[src/rtl/sqroot_pkg.sv]
// Shared definitions for the square-root streaming stage.
// Holds the default operand width, the root-width helper and the request record.
// Imported by the request FIFO, the stage top and the bench.
package sqroot_pkg;

    localparam int SQ_NBITS = 8;

    // A rounded-up root of an n-bit operand needs one bit more than half of n.
    function automatic int root_w(input int n);
        return n / 2 + 1;
    endfunction

    typedef struct packed {
        logic                roundup;
        logic [SQ_NBITS-1:0] arg;
    } sqroot_req_t;

endpackage

[src/rtl/sqroot_req_fifo.sv]
// Request FIFO: DEPTH entries of W bits, head always visible on the output.
// Latency: a pushed entry is at the head the cycle after the push edge.
// Backpressure: full blocks pushes, empty blocks pops; no bypass through a full FIFO.
module sqroot_req_fifo #(
    parameter int W     = 9,
    parameter int DEPTH = 4
) (
    input  logic                     clk,
    input  logic                     rst,
    input  logic                     push,
    input  logic [W-1:0]             push_data,
    input  logic                     pop,
    output logic [W-1:0]             head,
    output logic [$clog2(DEPTH):0]   level,
    output logic                     full,
    output logic                     empty
);

    localparam int AW = $clog2(DEPTH);
    localparam int LW = AW + 1;

    logic [W-1:0]  mem [DEPTH];
    logic [AW-1:0] wr_ptr;
    logic [AW-1:0] rd_ptr;
    logic          do_push;
    logic          do_pop;

    assign full    = (level == LW'(DEPTH));
    assign empty   = (level == '0);
    assign do_push = push && !full;
    assign do_pop  = pop && !empty;
    assign head    = mem[rd_ptr];

    // Storage writes at the write pointer; cleared so the head reads zero after reset.
    always_ff @(posedge clk or posedge rst) begin
        if (rst) begin
            for (int i = 0; i < DEPTH; i++) begin
                mem[i] <= '0;
            end
        end else if (do_push) begin
            mem[wr_ptr] <= push_data;
        end
    end

    // Pointers wrap naturally since DEPTH is a power of two; level tracks occupancy.
    always_ff @(posedge clk or posedge rst) begin
        if (rst) begin
            wr_ptr <= '0;
            rd_ptr <= '0;
            level  <= '0;
        end else begin
            if (do_push) begin
                wr_ptr <= wr_ptr + AW'(1);
            end
            if (do_pop) begin
                rd_ptr <= rd_ptr + AW'(1);
            end
            case ({do_push, do_pop})
                2'b10:   level <= level + LW'(1);
                2'b01:   level <= level - LW'(1);
                default: level <= level;
            endcase
        end
    end

endmodule

[src/rtl/sqroot_stream_stage.sv]
// Streaming wrapper around a combinational square root: request FIFO in, result register out.
// Latency: result valid one cycle after the accepting edge when the FIFO was empty.
// Backpressure: in_ready is FIFO not-full only; out_ready stalls pops, holding the result.
module sqroot_stream_stage
    import sqroot_pkg::*;
#(
    parameter int NBITS = SQ_NBITS,
    parameter int DEPTH = 4
) (
    input  logic                       clk,
    input  logic                       rst,
    input  logic                       in_valid,
    output logic                       in_ready,
    input  logic [NBITS-1:0]           in_arg,
    input  logic                       in_roundup,
    output logic [NBITS-1:0]           root_arg,
    output logic                       root_roundup,
    input  logic [root_w(NBITS)-1:0]   root_sqroot,
    output logic                       out_valid,
    input  logic                       out_ready,
    output logic [root_w(NBITS)-1:0]   out_sqroot,
    output logic [NBITS-1:0]           out_arg,
    output logic [$clog2(DEPTH):0]     level
);

    typedef struct packed {
        logic             roundup;
        logic [NBITS-1:0] arg;
    } req_t;

    if ((NBITS % 2) != 0 || NBITS < 4) begin : g_bad_nbits
        $error("sqroot_stream_stage: NBITS must be even and >= 4");
    end
    if (DEPTH < 2 || (DEPTH & (DEPTH - 1)) != 0) begin : g_bad_depth
        $error("sqroot_stream_stage: DEPTH must be a power of two >= 2");
    end

    req_t push_req;
    req_t head_req;
    logic fifo_full;
    logic fifo_empty;
    logic push;
    logic pop;

    assign push_req = '{roundup: in_roundup, arg: in_arg};
    assign in_ready = !fifo_full;
    assign push     = in_valid && in_ready;
    // Pop whenever the result register is free now or is being drained this cycle.
    assign pop      = !fifo_empty && (!out_valid || out_ready);

    sqroot_req_fifo #(
        .W     ($bits(req_t)),
        .DEPTH (DEPTH)
    ) u_fifo (
        .clk       (clk),
        .rst       (rst),
        .push      (push),
        .push_data (push_req),
        .pop       (pop),
        .head      (head_req),
        .level     (level),
        .full      (fifo_full),
        .empty     (fifo_empty)
    );

    // Head goes straight to the root; forced to zero when empty so the root stays quiet.
    always_comb begin
        root_arg     = '0;
        root_roundup = 1'b0;
        if (!fifo_empty) begin
            root_arg     = head_req.arg;
            root_roundup = head_req.roundup;
        end
    end

    // Result register: load on pop, drop valid on a drain with nothing behind it.
    always_ff @(posedge clk or posedge rst) begin
        if (rst) begin
            out_valid  <= 1'b0;
            out_sqroot <= '0;
            out_arg    <= '0;
        end else if (pop) begin
            out_valid  <= 1'b1;
            out_sqroot <= root_sqroot;
            out_arg    <= head_req.arg;
        end else if (out_ready) begin
            out_valid  <= 1'b0;
        end
    end

endmodule

[config.mk]
export PLATFORM = sky130hd
export DESIGN_NAME = sqroot_stream_stage
export DESIGN_NICKNAME = d
export VERILOG_FILES = /design/src/rtl/sqroot_pkg.sv /design/src/rtl/sqroot_req_fifo.sv /design/src/rtl/sqroot_stream_stage.sv
export SDC_FILE = /design/constraint.sdc
export NUM_CORES = 1
export LEC_CHECK = 0
export CORE_UTILIZATION = 40
export DETAILED_ROUTE_END_ITERATION = 8
export GPL_TIMING_DRIVEN = 0
export PLACE_DENSITY = 0.66
export SLEW_MARGIN = 10
export SYNTH_ARGS = -nofsm -noshare
export SYNTH_HDL_FRONTEND = slang
export SYNTH_SLANG_ARGS = --single-unit
[constraint.sdc]
create_clock -name clk -period 2.48 [get_ports clk]
set_input_delay 0.248 -clock clk [delete_from_list [all_inputs] [get_ports clk]]
set_output_delay 0.248 -clock clk [all_outputs]
set_load 0.005 [all_outputs]
==> impl_metrics.json <==
{
  "drt-vias-per-instance": 5.00,
  "gp_congestion": 0.710,
  "min_path_type": "input pin to async pin",
  "synth_nets": 187,
  "synth.cells.most_frequent": "dfrtp_1, mux2_2, mux4_2, nor2b_1, inv_1",
  "arrival_ns": 2.05,
  "worst-setup-path-type": "flop to output pin",
  "routedWlPerCell_um": 16.2,
  "worst_slack_ns": 0.178,
  "drc": 0,
  "core-area_sq_um": 6310,
  "avgSynthCellArea_sq_um": 16.0,
  "grt_pass1_vias": 1499,
  "timing.rr.start": "u_fifo.level[0]",
  "drtAntennaViolNets": 0,
  "syn_inst": 163,
  "synth_area_sq_um": 2610,
  "yosys_register_bits": 57,
  "fin_area_sq_um": 3380,
  "peakVddDrop_mv": 0.672,
  "drive_gt1_share_pct": 38.6,
  "setup_viol": 0,
  "std_cell_rows": 29,
  "worst-r2r-cell-count": 9,
  "min_period_over_period_pct": 92.8,
  "cp_data_required_time_ns": 2.23,
  "synthArstFlopShare_pct": 100,
  "synth.distinct_cells": 23,
  "dpl_cell_area_sq_um": 3160,
  "dieHeight_um": 82.8,
  "skew_ns": 0.00719,
  "ys.flop_type": "dfrtp_1",
  "ioPinCount": 45,
  "placed_cells": 284,
  "antennaDiodeCount": 0,
  "seq_area_frac_synth_pct": 54.7,
  "p_leak_nw": 1.45,
  "finalNonFillerCells": 300,
  "rrSetupSlack_ns": 0.23,
  "via_count": 1499,
  "synth_warnings": 0,
  "status": "completed",
  "htreeDepth": 3,
  "fin_crit_ns": 2.30,
  "maxSlewViolCount": 0,
  "root_buffer": "clkbuf_8",
  "die-area_sq_um": 6850,
  "power_density_nw_per_um2": 1420,
  "start_util_pct": 41.3,
  "area_growth_pct": 29.4,
  "pre_cts_ws_ns": -0.0145,
  "tightestPinTransition_ns": 0.767,
  "synth_area_leaders": "dfrtp_1, mux2_2, mux4_2",
  "path_clk_slew_ns": 0.07,
  "relSlewSlack_pct": 48.8,
  "synth_area_leader_cell": "dfrtp_1",
  "synth_top_area_share_pct": 54.7,
  "grtUsageTotal_pct": 17.0,
  "first_pass_iters": 5,
  "die_x_um": 82.8,
  "hpwlAfterDp_um": 3160,
  "p_total_mw": 4.80,
  "synth_edf_count": 0,
  "clockBufferDepth": 2,
  "cts_setup_buffers": 0,
  "numCtsBuffers": 9,
  "cap_viol_max_count": 0,
  "final_net_count": 242,
  "rsz0062_at_grt": "false",
  "antenna_found_initial": 0,
  "reg2reg_to": "u_fifo.level[2]",
  "max_freq_ghz": 0.434,
  "routed_wirelength_um": 4860,
  "gr-total-overflow": 0,
  "hold_viol": 0,
  "startpoint_type": "flop",
  "synth_most_common_cell": "dfrtp_1",
  "cts_tree": "built",
  "grt_pass1_wl_um": 8000,
  "clk_latency_ns": 0.33,
  "drtIter0Drc": 67,
  "cts_sinks": 57,
  "io_buffers": 43,
  "worst-path-max-fanout": 10,
  "end_kind": "output pin",
  "grt_max_degree": 36,
  "fin_setup_tns_ns": 0
}
## final cells by class
| type | count | area, sq um |
|---|---|---|
| clock buffers | 14 | 173 |
| plain buffers | 6 | 48.8 |
| flip-flops and latches | 57 | 1430 |
| clock inverters | 2 | 35.0 |
| repair buffers | 44 | 458 |
| multi-input cells | 93 | 1110 |
| fillers | 540 | 2940 |
| well taps | 77 | 96.3 |
| inverters | 7 | 26.3 |
## stage by stage
step / util [%] / hold slack, ns
2_1_floorplan: - / 0.398
3_3_place_gp: 49.7 / 0.483
3_5_place_dp: 50.1 / 0.487
4_1_cts: 53.4 / 0.352
5_1_grt: 53.5 / 0.386
6_report: 53.5 / 0.367
## metal layers
metal  GRT usage [%]  share of wire (%)  vias up
met2            25.3                 46       37
met4            9.83                2.2        0
met5               0                  0        -
li1                -                  -      688
met1            22.5                 46      764
met3            4.07                5.7       10
## kinds of logic (layout without fill, tap and decap cells)
logic type               Yosys count  in the layout  share of synthesized area, %
AO/OA/AOI/OAI                      1              1                         0.336
adder cells (fa/ha/maj)            6              6                          3.17
AND/OR/NAND/NOR                   20             20                          6.38
flip-flops                        57             57                          54.7
multiplexers                      60             60                          30.6
XOR/XNOR                           6              6                          2.01
buffers and inverters             13             73                          2.83
## sequential cells by signal, summed over array words and instances, names as in the netlist
| name | cells |
|---|---|
| out_arg | 8 |
| out_valid | 1 |
| u_fifo.rd_ptr | 2 |
| u_fifo.level | 3 |
| out_sqroot | 5 |
| u_fifo.mem | 36 |
| u_fifo.wr_ptr | 2 |
## cells in the final DEF, fill, tap and decap left out, types with 2 or more instances in the layout
cell type,count
ha_1,5
mux2_2,43
buf_6,3
dfrtp_1,57
mux4_2,9
clkbuf_1,2
clkbuf_8,12
nand3_4,4
nor2b_1,9
mux2_4,6
nand2_1,2
inv_1,6
buf_2,2
xor2_1,4
xnor2_1,2
clkdlybuf4s50_1,43
## worst max-delay path by stage
stage | from | end | slack, ns | depth (start not counted)
floorplan | u_fifo.level[0] | u_fifo.level[2] | 0.35 | 9
global placement | rst | u_fifo.mem[17] | -0.30 | 2
detailed placement | out_ready | u_fifo.level[2] | -0.01 | 10
CTS | u_fifo.level[2] | root_arg[3] | 0.12 | 4
global route | u_fifo.level[0] | u_fifo.level[2] | 0.04 | 9
finish | u_fifo.rd_ptr[0] | root_arg[0] | 0.18 | 4
## power by group
group | internal (mW) | total [mW] | switching [mW] | leakage [nW]
clock | 0.546 | 0.902 | 0.357 | 0.107
combinational | 1.46 | 2.24 | 0.778 | 0.671
sequential | 1.41 | 1.66 | 0.251 | 0.672
total | 3.42 | 4.80 | 1.39 | 1.45
## worst max-delay path, stage by stage, from the launching register on
cell and delay (ns):
dfrtp_1 0.38, buf_6 0.20, mux4_2 0.54, nor2b_1 0.15
clkdlybuf4s50_1 0.45
## what timing repair did
action,in CTS,in global routing
gates resized for setup,1,1
setup endpoints to repair,9,9
hold buffers,0,0
endpoints found under the hold margin,0,0
No activity file was read; power rests on OpenSTA's default activity.
